**config.mk**
```make
export PLATFORM = sky130hd
export DESIGN_NAME = breg_wb_queue
export DESIGN_NICKNAME = d
export VERILOG_FILES = /design/src/rtl/breg_pkg.sv /design/src/rtl/sfifo.sv /design/src/rtl/breg_wb_queue.sv
export SDC_FILE = /design/constraint.sdc
export NUM_CORES = 1
export LEC_CHECK = 0
export ABC_AREA = 1
export ABC_CLOCK_PERIOD_IN_PS = 3800
export CAP_MARGIN = 0
export CORE_ASPECT_RATIO = 2
export CORE_UTILIZATION = 52
export DETAILED_ROUTE_END_ITERATION = 12
export PLACE_DENSITY = 0.81
export SLEW_MARGIN = 0
export SYNTH_ARGS = -nofsm -noshare
export SYNTH_HDL_FRONTEND = slang
export SYNTH_SLANG_ARGS = --single-unit
```
**constraint.sdc**
```tcl
create_clock -name clk -period 3.8 [get_ports clk]
set_input_delay 0.38 -clock clk [delete_from_list [all_inputs] [get_ports clk]]
set_output_delay 0.38 -clock clk [all_outputs]
set_load 0.02 [all_outputs]
```
**src/rtl/breg_pkg.sv**
```systemverilog
// Shared definitions for the banked register file (breg) and its write-back queue.
//   BREG_W          : data/mask width of a breg register
//   BREG_ALIAS_BASE : low-half registers 0..7 are also visible at wa+8
//   wb_req_t        : one write-back request {y, wa, wval, mask}
//   breg_hits()     : does a write to wa affect a read of qa (alias rule)
package breg_pkg;

    localparam int BREG_W = 8;
    localparam logic [3:0] BREG_ALIAS_BASE = 4'h8;

    typedef struct packed {
        logic              y;
        logic [3:0]        wa;
        logic [BREG_W-1:0] wval;
        logic [BREG_W-1:0] mask;
    } wb_req_t;

    // A write hits qa directly, or through the upward alias of the low half.
    // High-half writes never alias downward.
    function automatic logic breg_hits(input logic [3:0] wa, input logic [3:0] qa);
        logic hit;
        hit = (wa == qa);
        if (wa < BREG_ALIAS_BASE) begin
            hit = hit || ((wa + BREG_ALIAS_BASE) == qa);
        end else begin
            hit = hit;
        end
        return hit;
    endfunction

endpackage

```
**src/rtl/sfifo.sv**
```systemverilog
// Generic synchronous FIFO of wb_req_t.
//   clk, rst   : clock, synchronous active-high reset (empties the FIFO)
//   push, din  : enqueue din (ignored when full)
//   pop        : dequeue head (ignored when empty)
//   head       : entry at the read pointer, combinational from storage
//   count      : occupancy 0..DEPTH
//   entries    : raw storage array, slot i
//   valid      : slot i currently holds a queued entry
module sfifo
    import breg_pkg::*;
#(
    parameter int DEPTH = 4
) (
    input  logic                         clk,
    input  logic                         rst,
    input  logic                         push,
    input  logic                         pop,
    input  wb_req_t                      din,
    output wb_req_t                      head,
    output logic [$clog2(DEPTH+1)-1:0]   count,
    output wb_req_t [DEPTH-1:0]          entries,
    output logic [DEPTH-1:0]             valid
);

    localparam int PW = $clog2(DEPTH);
    localparam int CW = $clog2(DEPTH+1);

    wb_req_t [DEPTH-1:0] r_mem;
    logic [PW-1:0]       r_rd_ptr;
    logic [PW-1:0]       r_wr_ptr;
    logic [CW-1:0]       r_count;
    logic                w_do_push;
    logic                w_do_pop;
    logic [PW-1:0]       w_off;

    assign w_do_push = push && (r_count != CW'(DEPTH));
    assign w_do_pop  = pop  && (r_count != CW'(0));

    // Pointer and occupancy update; pointers wrap naturally at DEPTH.
    always_ff @(posedge clk) begin
        if (rst) begin
            r_rd_ptr <= PW'(0);
            r_wr_ptr <= PW'(0);
            r_count  <= CW'(0);
        end else begin
            if (w_do_push) begin
                r_wr_ptr <= r_wr_ptr + PW'(1);
            end
            if (w_do_pop) begin
                r_rd_ptr <= r_rd_ptr + PW'(1);
            end
            case ({w_do_push, w_do_pop})
                2'b10:   r_count <= r_count + CW'(1);
                2'b01:   r_count <= r_count - CW'(1);
                default: r_count <= r_count;
            endcase
        end
    end

    // Entry storage; a push during reset is dropped.
    always_ff @(posedge clk) begin
        if (!rst && w_do_push) begin
            r_mem[r_wr_ptr] <= din;
        end
    end

    // Slot i is live when its distance from the read pointer is below count.
    always_comb begin
        valid = '0;
        w_off = PW'(0);
        for (int i = 0; i < DEPTH; i++) begin
            w_off    = PW'(i) - r_rd_ptr;
            valid[i] = (CW'(w_off) < r_count);
        end
    end

    assign head    = r_mem[r_rd_ptr];
    assign entries = r_mem;
    assign count   = r_count;

endmodule

```
**src/rtl/breg_wb_queue.sv**
```systemverilog
// Write-back request buffer in front of breg's write port.
//   clk, rst                       : clock, synchronous active-high reset
//   in_valid/in_ready              : request handshake from execute
//   in_y, in_wa, in_wval, in_mask  : request payload
//   hold                           : suppress the drain this cycle
//   w, y, wa, wval, mask           : breg write port, driven from the queue head
//   qa, q_busy                     : hazard query; q_busy when a queued entry writes qa
//   count                          : occupancy
// DEPTH must be a power of two, at least 2.
module breg_wb_queue
    import breg_pkg::*;
#(
    parameter int DEPTH = 4
) (
    input  logic                        clk,
    input  logic                        rst,
    input  logic                        in_valid,
    output logic                        in_ready,
    input  logic                        in_y,
    input  logic [3:0]                  in_wa,
    input  logic [BREG_W-1:0]           in_wval,
    input  logic [BREG_W-1:0]           in_mask,
    input  logic                        hold,
    output logic                        w,
    output logic                        y,
    output logic [3:0]                  wa,
    output logic [BREG_W-1:0]           wval,
    output logic [BREG_W-1:0]           mask,
    input  logic [3:0]                  qa,
    output logic                        q_busy,
    output logic [$clog2(DEPTH+1)-1:0]  count
);

    localparam int CW = $clog2(DEPTH+1);

    wb_req_t              w_din;
    wb_req_t              w_head;
    wb_req_t [DEPTH-1:0]  w_entries;
    logic [DEPTH-1:0]     w_valid;
    logic [CW-1:0]        w_count;
    logic                 w_full;
    logic                 w_empty;
    logic                 w_push;
    logic                 w_pop;
    logic                 w_payload_unused;

    assign w_din = '{y: in_y, wa: in_wa, wval: in_wval, mask: in_mask};

    assign w_full  = (w_count == CW'(DEPTH));
    assign w_empty = (w_count == CW'(0));

    // No full pass-through: a same-cycle pop does not open a slot.
    assign in_ready = !w_full && !rst;
    assign w_push   = in_valid && in_ready;
    assign w_pop    = !w_empty && !hold;

    sfifo #(
        .DEPTH (DEPTH)
    ) u_fifo (
        .clk     (clk),
        .rst     (rst),
        .push    (w_push),
        .pop     (w_pop),
        .din     (w_din),
        .head    (w_head),
        .count   (w_count),
        .entries (w_entries),
        .valid   (w_valid)
    );

    assign w     = w_pop;
    assign y     = w_head.y;
    assign wa    = w_head.wa;
    assign wval  = w_head.wval;
    assign mask  = w_head.mask;
    assign count = w_count;

    // Hazard flag: the entry draining this cycle still counts, since breg
    // only takes the new value at the clock edge.
    always_comb begin
        q_busy = 1'b0;
        for (int i = 0; i < DEPTH; i++) begin
            if (w_valid[i] && breg_hits(w_entries[i].wa, qa)) begin
                q_busy = 1'b1;
            end else begin
                q_busy = q_busy;
            end
        end
    end

    // Payload fields of the raw entry view are not needed for the hazard check.
    always_comb begin
        w_payload_unused = 1'b0;
        for (int i = 0; i < DEPTH; i++) begin
            w_payload_unused = w_payload_unused ^ w_entries[i].y
                             ^ (^w_entries[i].wval) ^ (^w_entries[i].mask);
        end
    end

endmodule
```
After elaboration in Yosys (flattened, before gate mapping)
Cells that the tools add are included.

Register bits: 91. Output and inout port bits: 27. Logic and storage cells: 90.

$add $sub $neg: 12. Reductions and logical operators: 22. Equality and inequality tests: 12. Magnitude comparators: 11. Mux-type cells: 14.

Operators by type and width (count): bitwise mux 84 bit (1); binary-select mux 21 bit (select 2 bit) (1); demux 21 bit (select 2 bit) (1); 2-to-1 mux 21 bit (2); equality test 4 bit (8); adder 4 bit, second input constant (4); < comparator 4 bit, second input constant (4); < comparator 2 x 3 -> 1 bit (4); logical AND 1 bit (11); 2-to-1 mux 1 bit (8); < comparator 2 x 3 -> 1 bit, second input constant (2); case mux 3 bit (2 select lines) (1); adder 2 x 1 -> 2 bit, second input constant (2); logical NOT 1 bit (4); logical OR 1 bit (4); subtractor 1 x 2 -> 2 bit, first input constant (2); subtractor 2 bit, first input constant (2); adder 3 x 1 -> 3 bit, second input constant (1); equality test 3 bit, second input constant (1); logical NOT 3 bit (1); inequality test 3 bit, second input constant (1); nonzero test 3 bit (1); subtractor 3 x 1 -> 3 bit, second input constant (1); equality test 2 x 1 -> 1 bit, second input constant (1); 3 further kinds (3).

Longest topological paths before layout
Gate-level depths: netlist of run 1.

Depth in word-level cells: 9. Gate-level depth with buffers: 13. Depth with buffers taken out: 13.

Modules after synthesis
Synthesis of run 1 repeated with hierarchy kept, for this count alone.

Cell total of the unflattened synthesis: 343. Area, all modules: 3907.5 um2.

By module, submodules not included: sfifo (cells an instance 261, times used 1, area an instance 3594.7 um2); breg_wb_queue (cells an instance 82, times used 1, area an instance 312.8 um2).

Worst setup path before layout of run 1
Ideal clock, no wire load.

Path kind: register to register. Start point: register u_fifo.r_count[1] (netlist: u_fifo.count[1]). End point: register u_fifo.r_mem, in the netlist u_fifo.entries[0], enable pin. Data arrival time: 1817 ps. Required time: 3401 ps. Buffers on the path: 0. Path slack: 1584 ps. Clock period less this slack: 2216 ps. Cell stages (with the launch flop): 5. Cells stage by stage: dfxtp_1 -> inv_1 -> nand3_1 -> nand3_2 -> nor2_1.

Word-level cells in the longest chain between the ends: 6. Elaborated cells between the ends (all ways): 7. Those cells by class: 2 x eq/ne; 5 x reduce/logical.

Ends and longest elaborated chain: start: declaration (RTL line sfifo.sv:31) `logic [CW-1:0] r_count;`; start signal: assignment (RTL line sfifo.sv:53) `2'b10: r_count <= r_count + CW'(1);`; start signal: assignment (RTL line sfifo.sv:54) `2'b01: r_count <= r_count - CW'(1);`; start signal: assignment (RTL line sfifo.sv:55) `default: r_count <= r_count;`; equality test 3 bit (RTL line breg_wb_queue.sv:49) `assign w_full = (w_count == CW'(DEPTH));`; logical NOT 1 bit (RTL line breg_wb_queue.sv:53) `assign in_ready = !w_full && !rst;`; logical AND 1 bit (RTL line breg_wb_queue.sv:53); logical AND 1 bit (RTL line breg_wb_queue.sv:54) `assign w_push = in_valid && in_ready;`; logical AND 1 bit (*) (RTL line sfifo.sv:36) `assign w_do_push = push && (r_count != CW'(DEPTH));`; logical AND 1 bit (*) (RTL line sfifo.sv:62) `if (!rst && w_do_push) begin`; end signal: indexed assignment (RTL line sfifo.sv:63) `r_mem[r_wr_ptr] <= din;`; end: declaration (RTL line sfifo.sv:28) `wb_req_t [DEPTH-1:0] r_mem;`.

Mark *: on every way between the ends. The rest lies on a longest branch, timed or not. A chain may end at the register's enable or synchronous reset.

Worst setup path after layout of run 1
Start point: register u_fifo.r_rd_ptr[0]. End point: output q_busy.

Word-level cells in the longest chain between the ends: 7. Elaborated cells between the ends (all ways): 16. Those cells by class: 4 x add/sub; 4 x order compare; 4 x mux; 4 x reduce/logical.

Ends and longest elaborated chain: start: declaration (RTL line sfifo.sv:29) `logic [PW-1:0] r_rd_ptr;`; start signal: assignment (RTL line sfifo.sv:50) `r_rd_ptr <= r_rd_ptr + PW'(1);`; subtractor 1 x 2 -> 2 bit (RTL line sfifo.sv:72) `w_off = PW'(i) - r_rd_ptr;`; < comparator 2 x 3 -> 1 bit (RTL line sfifo.sv:73) `valid[i] = (CW'(w_off) < r_count);`; logical AND 1 bit (RTL line breg_wb_queue.sv:83) `if (w_valid[i] && breg_hits(w_entries[i].wa, qa)) begin`; 2-to-1 mux 1 bit (3 in series) (RTL line breg_wb_queue.sv:83); 2-to-1 mux 1 bit (*) (RTL line breg_wb_queue.sv:83); end: declaration (RTL line breg_wb_queue.sv:30) `output logic q_busy,`.

Marks and branches as above.

==> results.md, run 1 <==
- Layout cells sized above 1: 8.750%
- Dpl ws: 0.9374 ns
- Core ar.: 7212 sq um
- Num ports: 56
- Path depth of the worst reg2reg path: 10
- NetSw: 1.039 mW
- Post-synthesis adder-cell area fraction: 3.417%
- Hold depth: 2
- YS warnings: 0
- Largest family of logic cells by synthesized area: simple AND/OR/NAND/NOR gates
- P&R area growth vs syn: 25.82%
- Design area: 4883 sq um
- Fmax: between 0.3 and 0.4 GHz
- Clock buffer depth: 2
- Gr usage total: 22.65%
- Switching fraction of total power: 32.38%
- Pint: 2.170 mW
- Xor-xnor portion of the synthesized cell area: 0%
- Non-filler cells, final: just under 500
- Avg WL per Cell: about 16 um
- Avg Synthesized Cell Area: 11.69 sq um
- Clk slew on worst S/H paths: ~0.06 ns
- Final-report hold violation count: 0
- Post-CTS Setup Bufs: 0
- Logic pwr share: 34.2%
- Post-synthesis mux area share: 0%
- Port Buffers: 55
- Final period util: 84.15%
- Filler Cell Count: 512
- Seq pwr share: between 30% and 40%
- Status: complete, no violations
- Synthesized area: just under 4000 sq um
- Relative slew margins: 42.31%
- Slew @ Worst Pin: around 0.86 ns
- Number of DRC markers in iteration 0: 211
- CTS Root Cell: clkbuf_16
- Setup TNS: 0 ns
- Cts hold-fix bufs: 0
- Worst Hold Class: reg2reg
- CTS tree: built
- Final core utilization: between 60% and 70%
- Final setup violation count: 0
- Max Cap Violations: 0
- Vias in the first global route: roughly 2800
- First-pass GRT wire length: 12940 um
- Post-CTS sizing: 0
- Grt total ovfl: 0
- Leading cell type in the layout, fill and taps excluded: edfxtp_1
- Cells after Synth: ~330
- RSZ-0062 raised after global routing: false
- Routed Wire Length: 8020 um
- Vias post-DR: 2674
- Final min period: 3.198 ns
- Unique masters post-synth: 23
- Antenna violations before repair: 0
- Simple-gate share of the synthesized area: between 10% and 20%
- GPL Wtd Cong: 0.7845
- Crit. End Element: output port
- Leading cell types in the layout, fill and taps excluded: edfxtp_1 (84), nand2_1 (61), nand3_1 (58)
- Syn nets: 371
- Maximum vdd drop: 0.0005319 V
- Worst-Skew Late Latency: 0.34 ns
- Die width: 63.09 um
- Fin nets: 434
- Skew final: 0.005963 ns
- CTS H-tree lvls: 3
- Worst EP arrival: about 2.8 ns
- # rows: 44
- Vias/cell: about 5.4
- CP Max Fanout: 23
- First-pass detailed-route iteration total: 5
- PnR worst setup slack: around 0.6 ns
- Area after DPL: 4566 sq um
- Yosys reg bits: 91
- P_leak: 1.834 nW
- DP HPWL: 5267 um
- Clk sink count: 91
- CP Class: reg2out
- Die Ht: 124.2 um
- Compound-Gate Fraction of Synth Area: 6.931%
- Crit path required time: 3.42 ns
- Total CTS buffers: 9
- DRC: 0
- Cell area power density: between 600 and 700 nW/um^2
- Starting Density: 53.82%
- Fin. max-slew vios: 0
- Seq/Total Area, Yosys: 68.60%
- Inst Count DP: roughly 480
- Die area: 7835 sq um
- Pin count of the biggest net entering global routing: 24
- Clock network power share: 28.9%
- Routed Antenna Nets: 0
- # diodes: 0
- Setup crit start kind: flip-flop
-- cells in the mapped netlist, drive strengths merged --
cell    count  area [sq um]
a22oi      20         150.1
nand3      59         300.3
a31oi       1         6.260
clkbuf      3         11.26
o21bai      1         11.26
a21oi       9         45.04
edfxtp     84          2522
o21ai       6         30.02
fa          1         20.02
nand2      61         229.0
or2         1         6.260
nand4       1         6.260
ha          9         112.6
nor2       18         70.07
buf         9         47.55
dfxtp       7         140.1
o221ai      3         26.28
inv        39         146.4
-- worst max-delay path, stage by stage (launching register included) --
cell	delay, ns
dfxtp_1	0.61
inv_2	0.29
nor2_2	0.20
inv_2	0.04
nand2_1	0.09
inv_1	0.05
ha_1	0.26
nand2_1	0.07
nand2_1	0.05
nand2_1	0.05
nand2_1	0.05
nand2_1	0.05
inv_1	0.03
nand2_1	0.04
clkdlybuf4s50_1	0.59
-- per-layer routing --
layer / global-route usage [%] / wire length [um] / vias to the layer above
met5: 0 / 0 / -
met4: 17.15 / 308 / 0
met3: 4.029 / 304 / 26
met2: 40.86 / 4526 / 78
met1: 22.83 / 2881 / 1274
li1: - / - / 1296
-- sequential cells by signal (all words and copies together), names as in the netlist --
register	count
u_fifo.entries	84
u_fifo.count	3
u_fifo.r_rd_ptr	2
u_fifo.r_wr_ptr	2
-- through the flow --
step / hold WS, ns / power (mW)
finish: 0.5328 / 3.210
global placement: 0.5102 / 2.277
global route: 0.5605 / 3.373
detailed placement: 0.5227 / 2.300
floorplan: 0.4524 / 1.845
CTS: 0.5393 / 3.235
-- layout make-up --
cell class	instances	area, sq um	area share [%]
clock buffer	9	225.2	4.612
clock inverter	7	92.59	1.896
inverter	39	146.4	2.998
multi-input combinational	190	1023	20.96
sequential	91	2663	54.52
tap	92	115.1	2.357
timing repair buffer	64	618.1	12.66
-- logic make-up after synthesis --
group	count (synthesis)
buffers and inverters	51
adders and majority gates	10
DFF	91
AOI/OAI and AO/OA	40
and+or+nand+nor	140
-- power groups by stage --
stage / clock network [mW] / registers, mW / logic [mW]
floorplan: 0 / 1.20 / 0.640
global placement: 0 / 1.20 / 1.07
detailed placement: 0 / 1.21 / 1.09
CTS: 0.942 / 1.18 / 1.11
global route: 0.982 / 1.19 / 1.20
finish: 0.927 / 1.18 / 1.10
-- final timing paths --
check / slack [ns] / end / startpoint
worst max-delay path: 0.60 / q_busy / u_fifo.r_rd_ptr[0]$_SDFFE_PP0N_
worst min-delay path: 0.53 / u_fifo.count[1]$_SDFFE_PP0P_ / u_fifo.count[1]$_SDFFE_PP0P_
worst max register to register: 1.63 / u_fifo.count[2]$_SDFFE_PP0P_ / u_fifo.count[1]$_SDFFE_PP0P_
worst min register to register: 0.53 / u_fifo.count[1]$_SDFFE_PP0P_ / u_fifo.count[1]$_SDFFE_PP0P_
Power figures use the tool's default switching activity.
==> inputs of run 2 (changes only) <==
Settings changed: ABC_CLOCK_PERIOD_IN_PS 3800 to 3120.
Clock period 3.8 ns to 3.12 ns, I/O delays scaled along.
==> results.md, run 2 (synthesis gave the netlist of run 1 again) <==
- Hold depth: 2 (unchanged)
- Vias/cell: 5.462 (was 5.435)
- Vias post-DR: 2698 (was 2674)
- Max Cap Violations: 0 (unchanged)
- CTS H-tree lvls: 3 (unchanged)
- Final min period: 2.753 ns
- Starting Density: 53.82% (unchanged)
- Port Buffers: 55 (unchanged)
- Crit path required time: 2.81 ns (was 3.42 ns)
- RSZ-0062 raised after global routing: false (unchanged)
- Final setup violation count: 0 (unchanged)
- Routed Antenna Nets: 0 (unchanged)
- CTS tree: built (unchanged)
- Core ar.: 7212 sq um (unchanged)
- Worst reg2reg startpoint: u_fifo.count[1]$_SDFFE_PP0P_ (unchanged)
- Grt total ovfl: 0 (unchanged)
- Worst Hold Class: reg2reg (unchanged)
- Cell area power density: 807.7 nW/um^2 (was 657.3 nW/um^2)
- Fmax: 0.3633 GHz
- Logic pwr share: 34.9% (was 34.2%)
- Leading cell types in the layout, fill and taps excluded: edfxtp_1 (84), nand2_1 (61), nand3_1 (58) (unchanged)
- Leading cell type in the layout, fill and taps excluded: edfxtp_1 (unchanged)
- Maximum vdd drop: 0.0006012 V (was 0.0005319 V)
- DRC: 0 (unchanged)
- Cts hold-fix bufs: 0 (unchanged)
- Clock network power share: 29.1% (was 28.9%)
- Avg WL per Cell: 16.33 um (was 16.30 um)
- Vias in the first global route: 2796 (was 2756)
- Critical Path Source: u_fifo.r_rd_ptr[1]$_SDFFE_PP0N_ (was u_fifo.r_rd_ptr[0]$_SDFFE_PP0N_)
- First-pass GRT wire length: 12920 um (was 12940 um)
- Post-CTS sizing: 0 (unchanged)
- Switching fraction of total power: 32.63% (was 32.38%)
- Die width: 63.09 um (unchanged)
- GPL Wtd Cong: 0.8125 (was 0.7845)
- Worst EP arrival: 2.44 ns (was 2.82 ns)
- Flop-to-flop setup slack: 0.95 ns (was 1.63 ns)
- CP Class: reg2out (unchanged)
- Antenna violations before repair: 0 (unchanged)
- Worst flop-to-flop path endpoint: u_fifo.count[2]$_SDFFE_PP0P_ (unchanged)
- Pin count of the biggest net entering global routing: 25 (was 24)
- Min-delay src: u_fifo.count[1]$_SDFFE_PP0P_ (unchanged)
- CP Max Fanout: 24 (was 23)
- Setup TNS: 0 ns (unchanged)
- Final period util: approximately nine tenths
- Worst-Skew Late Latency: 0.34 ns (about the same)
- Fin. max-slew vios: 0 (unchanged)
- Die area: 7835 sq um (unchanged)
- Worst hold slack: 0.5218 ns (was 0.5328 ns)
- Post-CTS Setup Bufs: 0 (unchanged)
- First-pass detailed-route iteration total: 5 (unchanged)
- Inst Count DP: 478 (was 476)
- CTS Root Cell: clkbuf_16 (unchanged)
- NetSw: 1.293 mW (was 1.039 mW)
- Gr usage total: 22.68% (was 22.65%)
- P&R area growth vs syn: 26.40% (was 25.82%)
- Max reg flops: 84 (unchanged)
- # rows: 44 (unchanged)
- Total CTS buffers: 9 (unchanged)
- Status: complete, no violations (unchanged)
- Die Ht: 124.2 um (unchanged)
- Pint: 2.670 mW (was 2.170 mW)
- Routed Wire Length: 8068 um (was 8020 um)
- Skew final: 0.004435 ns (was 0.005963 ns)
- Setup crit start kind: flip-flop (unchanged)
- Layout cells sized above 1: 9.204% (was 8.750%)
- Seq pwr share: 36.1% (was 36.9%)
- Path depth of the worst reg2reg path: 10 (unchanged)
- Slew @ Worst Pin: 0.3273 ns (was 0.8621 ns)
- P_leak: 1.856 nW (was 1.834 nW)
- Clk slew on worst S/H paths: 0.06 ns (about the same)
- Final-report hold violation count: 0 (unchanged)
- Filler Cell Count: 535 (was 512)
- # diodes: 0 (unchanged)
- Num ports: 56 (unchanged)
- Number of DRC markers in iteration 0: 258 (was 211)
- Relative slew margins: 78.18% (was 42.31%)
- Clock buffer depth: 2 (unchanged)
- Fin nets: 436 (was 434)
- Crit. End Element: output port (unchanged)
- Clk sink count: 91 (unchanged)
- WHS Endpoint: u_fifo.count[1]$_SDFFE_PP0P_ (unchanged)
- DP HPWL: 5504 um (was 5267 um)
- Non-filler cells, final: 494 (was 492)
run 2: cell types whose count changed in the layout (fill, tap and decap cells not counted):
cell,before,now
buf_4,9,11
clkinv_2,2,1
clkinv_4,0,2
clkinvlp_4,3,0
inv_6,0,2
run 2: per-stage QoR:
step	worst slack [ns]	instance area [sq um]	power (mW)	util, %
final	0.3675	4906	3.963	68.03
after global routing	0.1556	4906	4.152	68.03
after CTS	0.3575	4906	3.980	68.03
after detailed placement	0.6866	4581	2.837	63.51
after global placement	0.7166	4581	2.799	63.51
after floorplan	0.9043	3881	2.247	-
run 2: how the worst max path moves through the flow:
| stage | end | slack, ns | cells past startpoint |
|---|---|---|---|
| floorplan | u_fifo.entries[0]$_DFFE_PP_ | 0.90 | 4 |
| global placement | u_fifo.count[2]$_SDFFE_PP0P_ | 0.72 | 10 |
| detailed placement | u_fifo.count[2]$_SDFFE_PP0P_ | 0.69 | 10 |
| CTS | q_busy | 0.36 | 14 |
| global route | q_busy | 0.16 | 13 |
| finish | q_busy | 0.37 | 14 |
run 2: power by group through the flow:
stage	combinational [mW]	clock (mW)	sequential, mW
floorplan	0.780	0	1.47
global placement	1.35	0	1.45
detailed placement	1.38	0	1.46
CTS	1.39	1.16	1.43
global route	1.50	1.22	1.44
finish	1.38	1.15	1.43
run 2: area by class of cell:
type                       count  area (sq um)  share of cell area [%]
sequential                    91          2663                   54.27
multi-input combinational    190          1023                   20.86
timing repair buffer          66         633.1                   12.90
clock buffer                   9         225.2                   4.591
inverter                      39         146.4                   2.984
tap                           92         115.1                   2.346
clock inverter                 7         100.1                   2.040
run 2: metal layers:
layer / GRT usage [%] / routed length, um / vias to the layer above
li1: - / - / 1302
met1: 22.80 / 2858 / 1282
met2: 42.94 / 4650 / 93
met3: 3.846 / 321 / 21
met4: 13.23 / 238 / 0
met5: 0 / 0 / -
run 2: worst max-delay path: stages, from the launching register on:
cell and delay (ns):
dfxtp_1 0.34, buf_4 0.23, nor2_2 0.16, inv_2 0.04
nand2_1 0.09, inv_1 0.05, ha_1 0.26, nand2_1 0.07
nand2_1 0.04, nand2_1 0.05, nand2_1 0.05, nand2_1 0.05
inv_1 0.03, nand2_1 0.04, clkdlybuf4s50_1 0.59
